**config.mk**
```make
export PLATFORM = sky130hd
export DESIGN_NAME = pipeline_stall_ctrl
export DESIGN_NICKNAME = d
export VERILOG_FILES = /design/src/rtl/pipeline_stall_ctrl.sv
export SDC_FILE = /design/constraint.sdc
export NUM_CORES = 1
export LEC_CHECK = 0
export BUFFER_PORTS_ARGS = -buffer_cell sky130_fd_sc_hd__buf_2
export CORE_MARGIN = 5
export CORE_UTILIZATION = 44
export DETAILED_ROUTE_END_ITERATION = 16
export GPL_ROUTABILITY_DRIVEN = 0
export PLACE_DENSITY = 0.76
export SLEW_MARGIN = 20
export SYNTH_ARGS = -nofsm -noshare
export SYNTH_HDL_FRONTEND = slang
export SYNTH_SLANG_ARGS = --single-unit
```
**constraint.sdc**
```tcl
create_clock -name clk -period 5 [get_ports clk]
set_input_delay 0.5 -clock clk [delete_from_list [all_inputs] [get_ports clk]]
set_output_delay 0.5 -clock clk [all_outputs]
set_load 0.01 [all_outputs]
```
**src/rtl/pipeline_stall_ctrl.sv**
```systemverilog
// PC register and IF/ID register owner: applies stall, redirect/flush and imem-not-ready holds.
// Optional perf counters are built only when PIPE_PERF_CNT_EN is defined.
module pipeline_stall_ctrl #(
    parameter int              XLEN      = 32,
    parameter logic [XLEN-1:0] RESET_PC  = 32'h0000_0000,
    parameter logic [XLEN-1:0] NOP_INSTR = 32'h0000_0013,
    parameter int              MAX_STALL = 8,
    parameter int              CNT_W     = 32
) (
    input  logic             clk,
    input  logic             reset_n,
    input  logic             stall_in,
    input  logic             redirect_in,
    input  logic [XLEN-1:0]  redirect_pc_in,
    input  logic [XLEN-1:0]  imem_instr_in,
    input  logic             imem_valid_in,
    output logic [XLEN-1:0]  pc_out,
    output logic [XLEN-1:0]  if_id_pc_out,
    output logic [XLEN-1:0]  if_id_instr_out,
    output logic             if_id_valid_out,
    output logic             id_ex_bubble_out,
    output logic             stall_err_out,
    output logic [CNT_W-1:0] stall_cnt_out,
    output logic [CNT_W-1:0] flush_cnt_out
);

    localparam int              RUN_W   = $clog2(MAX_STALL + 2);
    localparam logic [RUN_W-1:0] RUN_MAX = RUN_W'(MAX_STALL + 1);

    typedef enum logic [1:0] {
        RUN   = 2'd0,
        STALL = 2'd1,
        FLUSH = 2'd2
    } state_t;

    state_t            state, state_nxt;
    logic [XLEN-1:0]   pc, pc_nxt;
    logic [XLEN-1:0]   ifid_pc, ifid_pc_nxt;
    logic [XLEN-1:0]   ifid_instr, ifid_instr_nxt;
    logic              ifid_valid, ifid_valid_nxt;
    logic              bubble;
    logic              stall_take;
    logic [RUN_W-1:0]  run_len, run_len_nxt;
    logic              stall_err;

    function automatic logic [RUN_W-1:0] run_sat_inc(input logic [RUN_W-1:0] v);
        return (v == RUN_MAX) ? v : v + 1'b1;
    endfunction

    // Next-state: redirect beats everything, FLUSH swallows stall, then stall, then imem-not-ready.
    always_comb begin
        state_nxt      = state;
        pc_nxt         = pc;
        ifid_pc_nxt    = ifid_pc;
        ifid_instr_nxt = ifid_instr;
        ifid_valid_nxt = ifid_valid;
        bubble         = 1'b0;
        stall_take     = 1'b0;

        if (redirect_in) begin
            pc_nxt         = redirect_pc_in & ~XLEN'(3);
            ifid_instr_nxt = NOP_INSTR;
            ifid_valid_nxt = 1'b0;
            bubble         = 1'b1;
            state_nxt      = FLUSH;
        end else if (state == FLUSH) begin
            // imem output this cycle is wrong-path; drop it but keep fetching.
            pc_nxt         = pc + XLEN'(4);
            ifid_instr_nxt = NOP_INSTR;
            ifid_valid_nxt = 1'b0;
            state_nxt      = RUN;
        end else if (stall_in) begin
            bubble     = 1'b1;
            stall_take = 1'b1;
            state_nxt  = STALL;
        end else if (!imem_valid_in) begin
            ifid_instr_nxt = NOP_INSTR;
            ifid_valid_nxt = 1'b0;
            state_nxt      = RUN;
        end else begin
            pc_nxt         = pc + XLEN'(4);
            ifid_pc_nxt    = pc;
            ifid_instr_nxt = imem_instr_in;
            ifid_valid_nxt = 1'b1;
            state_nxt      = RUN;
        end

        run_len_nxt = stall_take ? run_sat_inc(run_len) : '0;
    end

    always_ff @(posedge clk or negedge reset_n) begin
        if (!reset_n) begin
            state      <= RUN;
            pc         <= RESET_PC;
            ifid_pc    <= '0;
            ifid_instr <= NOP_INSTR;
            ifid_valid <= 1'b0;
            run_len    <= '0;
            stall_err  <= 1'b0;
        end else begin
            state      <= state_nxt;
            pc         <= pc_nxt;
            ifid_pc    <= ifid_pc_nxt;
            ifid_instr <= ifid_instr_nxt;
            ifid_valid <= ifid_valid_nxt;
            run_len    <= run_len_nxt;
            stall_err  <= stall_err | (run_len_nxt == RUN_MAX);
        end
    end

    assign pc_out           = pc;
    assign if_id_pc_out     = ifid_pc;
    assign if_id_instr_out  = ifid_instr;
    assign if_id_valid_out  = ifid_valid;
    assign stall_err_out    = stall_err;
    // Held in reset the downstream ID/EX must see a bubble even before any clock.
    assign id_ex_bubble_out = ~reset_n | bubble;

`ifdef PIPE_PERF_CNT_EN
    logic [CNT_W-1:0] stall_cnt;
    logic [CNT_W-1:0] flush_cnt;

    function automatic logic [CNT_W-1:0] cnt_sat_inc(input logic [CNT_W-1:0] v);
        return (&v) ? v : v + 1'b1;
    endfunction

    always_ff @(posedge clk or negedge reset_n) begin
        if (!reset_n) begin
            stall_cnt <= '0;
            flush_cnt <= '0;
        end else begin
            if (stall_in && !redirect_in) begin
                stall_cnt <= cnt_sat_inc(stall_cnt);
            end
            if (redirect_in) begin
                flush_cnt <= cnt_sat_inc(flush_cnt);
            end
        end
    end

    assign stall_cnt_out = stall_cnt;
    assign flush_cnt_out = flush_cnt;
`else
    assign stall_cnt_out = '0;
    assign flush_cnt_out = '0;
`endif

endmodule

```
==> results.toml, run 1 <==
[sta]
final-setup-viol-count = 0
rsz0062_at_grt = "no"
post-route-min-period_ns = 2.474
finalClockSkew_ns = 0.006861
slew_viol_final = 0
finalSetupTns_ns = 0
timing.slew.headroom_pct = 31.99
timing.final.crit_share_pct = 49.49
max_freq_ghz = 0.4042
worstMarginPinSlew_ns = 1.019
hold_viol = 0

[critical_path]
ff2ff_setup_slack_ns = 2.61
critical_path.endpoint = "stall_err_out$_DFF_PN0_"
crit_type = "in -> reg"
rr_worst_depth = 6
start_kind = "input pin"
path_cells = "buf_2 -> nor2_1 -> nand2_1 -> inv_1 -> o211ai_1 -> a41o_1"
r2r_start = "state[1]$_DFF_PN0_"
endpoint_kind = "flip-flop"
worstPathRequired_ns = 5.22
arrival_ns = 2.70
path_buf_inv = 2
cp_max_fo = 54
cp-startpoint = "redirect_in"
worst-path-stages = 6
critPathTopFamily = "buffers and inverters"
critical-path-slowest-cell = "inv_1"
r2r-end = "stall_err_out$_DFF_PN0_"
cpPeakStageDelay_ns = 0.80

[grt]
grt_pass1_wl_um = 19890
grt_max_degree = 55
grt_antenna_before_repair = 0
grt-ovfl-total = 0
grt_pass1_vias = 3901
gr-usage-all-layers_pct = 18.42

[detailed_routing]
num_vias = 3982
ant_nets = 0
first_pass_iters = 4
wire_per_inst_um = 15.79
viasPerCell = 4.940
initialDrtViolationCount = 264
drc = 0
wl_um = 12730

[synth]
ys_seq_area_share_pct = 50.05
syn_avg_cell_area_sq_um = 9.896
yosysWarnings = 0
synth-simple-area-share_pct = 18.37
ys_ff_latch = 100
syn_area_sq_um = 5007
synth_top_family_by_area = "simple AND/OR/NAND/NOR gates"
yosysTopAreaCell = "dfrtp_1"
ys_top_cells_by_area = "dfrtp_1 48%, buf_4 10%, nand2_1 9.1%"
synth-adder-area-share_pct = 0.7496
synth_xor_area_share_pct = 3.498
synth_top_area_share_pct = 48.48
synth_mux_area_share_pct = 1.499
ys_types = 49
netlist_instances = 506
synth-compound-area-share_pct = 12.74

[power_and_ir_drop]
p_per_area_nw_per_um2 = 349.7
peakVddDrop_mv = 0.1484
p_leak_nw = 3.173

[final_layout]
final_design_area_no_fill_sq_um = 5981
area_delta_synth_final_pct = 19.44
diodes = 0
final_nets = 730
drive_above_1_share_pct = 30.92

[hold_path]
min_path_type = "in -> async"

[floorplan]
die_y_um = 116.7
initial_core_util_pct = 44.42
design.die.area_sq_um = 13610
fp.dieW_um = 116.7
fp.coreArea_sq_um = 11270
core.rowCount = 39
pin_count = 232

[cts]
cts.sinks = 100
post_cts_resized = 0
cts_root_buf = "clkbuf_16"
postCtsSetupRepairBufs = 0
clock_tree.buffer_depth = 2
path_clk_slew_ns = 0.07
cts_tree = "done"
hold_buffers = 0
cts_buffers = 9
clock_latency_ns = 0.34
cts.htree.levels = 3

[job]
cap_violations = 0

[placed_design]
io_buffers = 161
hpwl_um = 9282
placedInstanceArea_sq_um = 5655

[outcome]
outcome = "complete, no violations"
-- per-stage QoR --
step	utilization, %	setup WS (ns)	hold slack, ns	instances	total power [mW]
finish	53.06	2.526	0.1675	806	2.091
global route	53.06	2.264	0.2243	806	2.207
CTS	53.06	2.532	0.1839	806	2.116
detailed placement	50.17	2.178	0.4609	790	1.356
global placement	50.17	2.284	0.4542	790	1.343
floorplan	-	3.265	0.2044	573	1.216
-- state kept, by name, summed over array words and instances, names as in the netlist --
register	flops
if_id_instr_out	32
if_id_pc_out	30
pc_out	30
run_len	4
state	2
if_id_valid_out	1
stall_err_out	1
-- synthesized netlist by cell type (all sizes together) --
master and number:
o21ai 24, conb 1, a21oi 8, nand3 12, a311o 1, nand4 9
a221o 1, o22ai 4, o211ai 1, buf 79, clkbuf 12, inv 7
or2 3, a211oi 5, nand2b 2, dfrtp 97, nor4 5, dfstp 3
nor3 9, o22a 4, a41o 1, and3 7, nand2 122, xnor2 6
and2b 2, and4 4, mux2i 3, nor2 13, a22o 29, a22oi 2
o31ai 2, o21a 1, mux2 4, xor2 14, a41oi 1, a31oi 4
nor3b 1, ha 3
-- cells in the final DEF (no fill, tap or decap), types with 4 or more instances in the layout --
cell type	count
a21oi_1	8
a22o_1	29
a31oi_1	4
and3_1	4
and4_1	4
buf_2	160
buf_4	5
clkbuf_16	9
conb_1	68
dfrtp_1	97
inv_1	7
mux2_2	4
nand2_1	122
nand3_1	12
nand4_1	6
nor2_1	13
nor3_1	8
o21ai_0	24
o22a_1	4
o22ai_1	4
xnor2_1	6
xor2_1	14
-- power breakdown --
group	switching, mW	leakage (nW)	total (mW)	internal (mW)
Combinational	0.217	1.74	0.358	0.141
Clock	0.302	0.159	0.755	0.452
Sequential	0.0823	1.28	0.979	0.897
Total	0.602	3.17	2.09	1.49
-- area by class of cell --
type,instances,area [sq um]
well taps,143,178.9
repair buffers,165,838.3
multi-input cells,375,2106
flip-flops and latches,100,2506
clock buffers,10,239.0
fillers,1031,5291
clock inverters,6,86.33
inverters,7,26.28
-- worst min-delay path by stage --
stage,from,end,slack [ns],depth (start not counted)
global route,reset_n,if_id_pc_out[22]$_DFFE_PN0P_,0.22,1
finish,reset_n,if_id_pc_out[22]$_DFFE_PN0P_,0.17,1
floorplan,reset_n,if_id_instr_out[10]$_DFFE_PN0P_,0.20,0
CTS,reset_n,if_id_pc_out[22]$_DFFE_PN0P_,0.18,1
detailed placement,if_id_pc_out[8]$_DFFE_PN0P_,if_id_pc_out[8]$_DFFE_PN0P_,0.46,2
global placement,if_id_pc_out[17]$_DFFE_PN0P_,if_id_pc_out[17]$_DFFE_PN0P_,0.45,2
-- metal layers --
layer | wire length (um) | GRT usage [%]
met5 | 0 | 0
met2 | 6104 | 30.11
met3 | 1007 | 3.161
met1 | 5471 | 25.35
met4 | 142 | 5.199
-- kinds of logic after synthesis --
logic type                 count (synthesis)
other                                      1
and+or+nand+nor                          189
adders and majority gates                  3
DFF                                      100
buffers and inverters                     98
muxes                                      7
AOI/OAI and AO/OA                         88
xor gates and xnor gates                  20
Power figures use the tool's default switching activity.
==> run 2, diff against run 1 <==
--- a/config.mk
+++ b/config.mk
@@ -7,10 +7,10 @@
 export LEC_CHECK = 0
 export BUFFER_PORTS_ARGS = -buffer_cell sky130_fd_sc_hd__buf_2
 export CORE_MARGIN = 5
-export CORE_UTILIZATION = 44
+export CORE_UTILIZATION = 43
 export DETAILED_ROUTE_END_ITERATION = 16
 export GPL_ROUTABILITY_DRIVEN = 0
-export PLACE_DENSITY = 0.76
+export PLACE_DENSITY = 0.78
 export SLEW_MARGIN = 20
 export SYNTH_ARGS = -nofsm -noshare
 export SYNTH_HDL_FRONTEND = slang
==> constraint.sdc (replaced) <==
create_clock -name clk -period 2.2 [get_ports clk]
set_input_delay 0.22 -clock clk [delete_from_list [all_inputs] [get_ports clk]]
set_output_delay 0.22 -clock clk [all_outputs]
set_load 0.01 [all_outputs]
==> results.toml, run 2 (same netlist as run 1, synthesis figures left out) <==
[grt]
grt_pass1_wl_um = 21420
grt-ovfl-total = 0
use_met3_pct = 6.055
grt_antenna_before_repair = 0
grt_use_met2_pct = 30.34
grt_pass1_vias = 4124
met1_usage_pct = 24.58
gr-usage-all-layers_pct = 18.73
grt_max_degree = 101
busiest_layer = "met2"

[detailed_routing]
first_pass_iters = 4
drc = 0
ant_nets = 0
num_vias = 4072
initialDrtViolationCount = 317
wl_um = 13020
wire_per_inst_um = 16.01
viasPerCell = 5.009

[sta]
final-setup-viol-count = 0
timing.slew.headroom_pct = 60.96
hold_viol = 0
worstMarginPinSlew_ns = 0.5856
finalClockSkew_ns = 0.004497
fin_ws_ns = 0.3358
rsz0062_at_grt = "no"
slew_viol_final = 0
max_freq_ghz = 0.5364
timing.final.crit_share_pct = 84.74
finalSetupTns_ns = 0
post-route-min-period_ns = 1.864

[power_and_ir_drop]
p_per_area_nw_per_um2 = 802.9
p_leak_nw = 3.222
peakVddDrop_mv = 0.4836

[hold_path]
hp-start = "redirect_pc_in[15]"
worst_hold_path.endpoint = "pc_out[15]$_DFFE_PN0N_"
min_path_type = "in -> reg"
hold_depth = 3

[final_layout]
final_common_cell = "buf_2"
drive_above_1_share_pct = 31.49
largest_reg_flops = 32
final_nets = 737
final_cell_mix = "160 x buf_2, 122 x nand2_1, 97 x dfrtp_1"
diodes = 0
area_delta_synth_final_pct = 21.49

[critical_path]
cpPeakStageDelay_ns = 0.44
path_cells = "ha_1 -> nand2_1 -> a211oi_2 -> nand4_1 -> xor2_1 -> o21ai_0"
rr_worst_depth = 6
critical-path-slowest-cell = "dfrtp_1"
crit_type = "reg -> reg"
r2r-end = "pc_out[30]$_DFFE_PN0N_"
path_buf_inv = 0
start_kind = "flip-flop"
cp_max_fo = 5
critPathTopFamily = "compound AO/OA/AOI/OAI gates"
r2r_start = "pc_out[2]$_DFFE_PN0N_"
worstPathRequired_ns = 2.45
arrival_ns = 2.12
endpoint_kind = "flip-flop"
ff2ff_setup_slack_ns = 0.34

[cts]
clock_latency_ns = 0.34
path_clk_slew_ns = 0.07
cts.sinks = 100
clock_tree.buffer_depth = 2
cts_buffers = 9
post_cts_resized = 0
cts.htree.levels = 3
cts_tree = "done"
cts_root_buf = "clkbuf_16"
postCtsSetupRepairBufs = 0

[placed_design]
io_buffers = 161
hpwl_um = 9575
place_ws_ns = 0.3431

[job]
cap_violations = 0

[floorplan]
die_y_um = 117.9
design.die.area_sq_um = 13900
fp.dieW_um = 117.9
fp.coreArea_sq_um = 11420
initial_core_util_pct = 43.85
core.rowCount = 39
pin_count = 232

[outcome]
outcome = "complete, no violations"
## run 2: worst reg2reg max path: cells and delay by family (launching register included)
| kind | cells | cell delay [ns] |
|---|---|---|
| AND/OR/NAND/NOR | 2 | 0.33 |
| AO/OA/AOI/OAI | 2 | 0.61 |
| XOR/XNOR | 1 | 0.18 |
| flip-flops | 1 | 0.44 |
| adder cells (fa/ha/maj) | 1 | 0.22 |
## run 2: area by class of cell
cell class | instances | area [sq um]
Multi-Input combinational cell | 375 | 2106
Inverter | 7 | 26.28
Tap cell | 143 | 178.9
Fill cell | 1038 | 5335
Sequential cell | 100 | 2506
Clock buffer | 9 | 225.2
Clock inverter | 7 | 122.6
Timing Repair Buffer | 172 | 918.4
## run 2: worst max path at each step
| stage | from | endpoint | depth (start not counted) |
|---|---|---|---|
| floorplan | pc_out[2]$_DFFE_PN0N_ | pc_out[22]$_DFFE_PN0N_ | 6 |
| global placement | pc_out[2]$_DFFE_PN0N_ | pc_out[22]$_DFFE_PN0N_ | 6 |
| detailed placement | pc_out[2]$_DFFE_PN0N_ | pc_out[30]$_DFFE_PN0N_ | 6 |
| CTS | pc_out[2]$_DFFE_PN0N_ | pc_out[30]$_DFFE_PN0N_ | 6 |
| global route | pc_out[2]$_DFFE_PN0N_ | pc_out[30]$_DFFE_PN0N_ | 6 |
| finish | pc_out[2]$_DFFE_PN0N_ | pc_out[30]$_DFFE_PN0N_ | 6 |
## run 2: timing repair
action,in CTS,in global routing
endpoints found under the hold margin,4,0
hold buffers,1,0
endpoints found under the setup margin,0,0
## run 2: layer usage
layer  vias up  wire (um)  part of all wire, %
met2       191       6336                   49
li1       1908          -                    -
met1      1962       5533                   42
met4         0        118                 0.91
met3        11       1032                  7.9
met5         -          0                    0
## run 2: per-stage QoR
step / power, mW / hold slack (ns) / std cells / instance area, sq um / util, %
6_report: 4.884 / 0.08181 / 813 / 6083 / 53.28
5_1_grt: 5.156 / 0.07565 / 813 / 6083 / 53.28
4_1_cts: 4.931 / 0.07610 / 813 / 6083 / 53.28
3_5_place_dp: 3.095 / 0.3705 / 796 / 5725 / 50.14
3_3_place_gp: 3.062 / 0.3558 / 796 / 5725 / 50.14
2_1_floorplan: 2.763 / -0.07559 / 573 / 5259 / -
## run 2: where the power goes
group / internal, mW / switching, mW
clock network: 1.12 / 0.705
logic: 0.332 / 0.496
registers: 2.04 / 0.193
total: 3.49 / 1.39
==> run 3, diff against run 2 <==
--- a/config.mk
+++ b/config.mk
@@ -5,9 +5,10 @@
 export SDC_FILE = /design/constraint.sdc
 export NUM_CORES = 1
 export LEC_CHECK = 0
+export ABC_AREA = 1
 export BUFFER_PORTS_ARGS = -buffer_cell sky130_fd_sc_hd__buf_2
 export CORE_MARGIN = 5
-export CORE_UTILIZATION = 43
+export CORE_UTILIZATION = 44
 export DETAILED_ROUTE_END_ITERATION = 16
 export GPL_ROUTABILITY_DRIVEN = 0
 export PLACE_DENSITY = 0.78
==> constraint.sdc (replaced) <==
create_clock -name clk -period 1.6 [get_ports clk]
set_input_delay 0.16 -clock clk [delete_from_list [all_inputs] [get_ports clk]]
set_output_delay 0.16 -clock clk [all_outputs]
set_load 0.01 [all_outputs]
==> results.toml, run 3 <==
[sta]
slew_viol_final = 0
timing.slew.headroom_pct = 62.25
worstMarginPinSlew_ns = 0.5646
finalClockSkew_ns = 0.008602
final-setup-viol-count = 0
fin_ws_ns = 0.05767
finalSetupTns_ns = 0
rsz0062_at_grt = "yes"
post-route-min-period_ns = 1.542
max_freq_ghz = 0.6484
hold_viol = 0
timing.final.crit_share_pct = 96.40
hold_ws_ns = 0.03564

[floorplan]
die_y_um = 120.9
pin_count = 232
design.die.area_sq_um = 14610
core.rowCount = 40
initial_core_util_pct = 45.03
fp.coreArea_sq_um = 12010
fp.dieW_um = 120.9

[critical_path]
r2r_start = "pc_out[2]$_DFFE_PN0N_"
crit_type = "reg -> reg"
endpoint_kind = "flip-flop"
cpPeakStageDelay_ns = 0.41
arrival_ns = 1.78
crit_top_cell = "nand2_1"
r2r-end = "pc_out[24]$_DFFE_PN0N_"
ff2ff_setup_slack_ns = 0.06
start_kind = "flip-flop"
critical-path-slowest-cell = "dfrtp_1"
rr_worst_depth = 11
cp_max_fo = 4
worstPathRequired_ns = 1.83
path_cells = "ha_2 -> nand2_2 -> inv_2 -> nand3_2 -> nor2_1 -> buf_4 -> nand2_1 -> nand2_1 -> nand3_1 -> nand2_1 -> nand2_1"

[grt]
grt_antenna_before_repair = 0
grt_pass1_vias = 4424
grt_max_degree = 56
grt_pass1_wl_um = 22330
gr-usage-all-layers_pct = 19.22
grt-ovfl-total = 0

[synth]
ys_seq_area_share_pct = 46.33
yosysTopAreaCell = "dfrtp_1"
synth-compound-area-share_pct = 13.07
synth_top_area_share_pct = 44.88
async_flop_share_pct = 100.0
ys_top_cells_by_area = "dfrtp_1 45%, nand2_1 14%, buf_4 9.7%"
yosysWarnings = 0
syn_area_sq_um = 5409
ys_types = 32
syn_avg_cell_area_sq_um = 7.850
synth-simple-area-share_pct = 22.97
synth_xor_area_share_pct = 0.3238
synth_most_common_cell = "nand2_1"
ys_ff_latch = 100
synth_mux_area_share_pct = 0
synth-edff-count = 0
synth_common_cells = "201 x nand2_1, 97 x dfrtp_1, 72 x o21ai_0"
netlist_instances = 689
synth_top_family_by_area = "simple AND/OR/NAND/NOR gates"
synthFlopType = "dfrtp_1"
synth-adder-area-share_pct = 0.6940

[final_layout]
final_design_area_no_fill_sq_um = 6686
drive_above_1_share_pct = 28.05
seq_area_sq_um = 2507
diodes = 0
fillers = 1135
multi_input_area_sq_um = 2337
final_common_cell = "nand2_1"
final_core_util_pct = 55.67
area_delta_synth_final_pct = 23.62
final_cell_mix = "198 x nand2_1, 160 x buf_2, 96 x dfrtp_1"
final_nets = 937
instances_no_fill = 1017
largest_reg_flops = 32

[detailed_routing]
num_vias = 4874
ant_nets = 0
initialDrtViolationCount = 337
first_pass_iters = 5
drc = 0
wire_per_inst_um = 14.22
wl_um = 14470
viasPerCell = 4.793

[placed_design]
io_buffers = 161
hpwl_um = 10850
dp_cells = 998
placedInstanceArea_sq_um = 6274
place_ws_ns = -0.02233

[cts]
path_clk_slew_ns = 0.07
cts_root_buf = "clkbuf_16"
cts_tree = "done"
cts.sinks = 100
cts_buffers = 9
clock_latency_ns = 0.35
clock_tree.buffer_depth = 2
cts.htree.levels = 3

[outcome]
outcome = "complete, no violations"

[hold_path]
worst_hold_path.endpoint = "if_id_instr_out[11]$_DFFE_PN0P_"
min_path_type = "in -> reg"
hold_depth = 2
hp-start = "imem_instr_in[11]"

[power_and_ir_drop]
p_per_area_nw_per_um2 = 1038
p_leak_nw = 3.726
peakVddDrop_mv = 0.4421
power_mw = 6.941

[job]
cap_violations = 0
run 3: changes by cell type after synthesis, moves of 5 or more:
cell | before | now
nand2_1 | 122 | 201
inv_1 | 7 | 68
o21ai_0 | 24 | 72
nor2_1 | 13 | 43
nand3_1 | 12 | 39
xor2_1 | 14 | 1
a22o_1 | 29 | 21
nand4_1 | 6 | 0
nor2_2 | 0 | 5
nor3_1 | 9 | 4
o21bai_1 | 0 | 5
xnor2_1 | 6 | 1
run 3: cells by family (layout without fill, tap and decap cells):
family                   after synthesis  after routing
AO/OA/AOI/OAI                        117            117
adder cells (fa/ha/maj)                3              3
buffers and inverters                164            278
flip-flops                           100            100
other                                  1             68
XOR/XNOR                               2              2
AND/OR/NAND/NOR                      302            302
run 3: routing by layer:
metal	vias to the layer above	global-route usage [%]	wire (um)
met3	20	3.776	1156
met5	-	0	0
met2	191	29.32	6627
met1	2253	26.74	6404
met4	0	8.003	276
li1	2410	-	-
run 3: timing repair:
action | in CTS | in global routing
resized for setup | 3 | 21
pin swaps | 0 | 6
endpoints found under the setup margin | 3 | 20
setup buffers | 0 | 2
hold endpoints to repair | 66 | 0
hold buffers | 1 | 0
run 3: worst max path at each step:
stage | from | end | slack [ns] | cells past startpoint
after floorplan | pc_out[3]$_DFFE_PN0N_ | pc_out[30]$_DFFE_PN0N_ | 0.11 | 10
after global routing | pc_out[2]$_DFFE_PN0N_ | pc_out[28]$_DFFE_PN0N_ | -0.05 | 11
final | pc_out[2]$_DFFE_PN0N_ | pc_out[24]$_DFFE_PN0N_ | 0.06 | 11
after global placement | pc_out[2]$_DFFE_PN0N_ | pc_out[30]$_DFFE_PN0N_ | 0.02 | 10
after CTS | pc_out[2]$_DFFE_PN0N_ | pc_out[24]$_DFFE_PN0N_ | 0.02 | 11
after detailed placement | pc_out[2]$_DFFE_PN0N_ | pc_out[30]$_DFFE_PN0N_ | -0.02 | 10
run 3: final cells by class:
class | count | area share [%]
inverters | 72 | 4.042
repair buffers | 190 | 16.13
clock buffers | 9 | 3.368
well taps | 147 | 2.751
clock inverters | 7 | 1.254
flip-flops and latches | 100 | 37.50
multi-input cells | 492 | 34.96
run 3: critical path, delay by kind of cell, from the launching register on:
kind | cells | cell delay (ns)
AND/OR/NAND/NOR | 8 | 0.57
flip-flops | 1 | 0.41
buffers and inverters | 2 | 0.23
adder cells (fa/ha/maj) | 1 | 0.22
run 3: where the power goes:
part	internal (mW)	switching [mW]	leakage [nW]	total (mW)
logic	0.610	0.988	2.32	1.60
registers	2.84	0.240	1.26	3.08
clock network	1.24	1.02	0.148	2.26
total	4.69	2.25	3.73	6.94
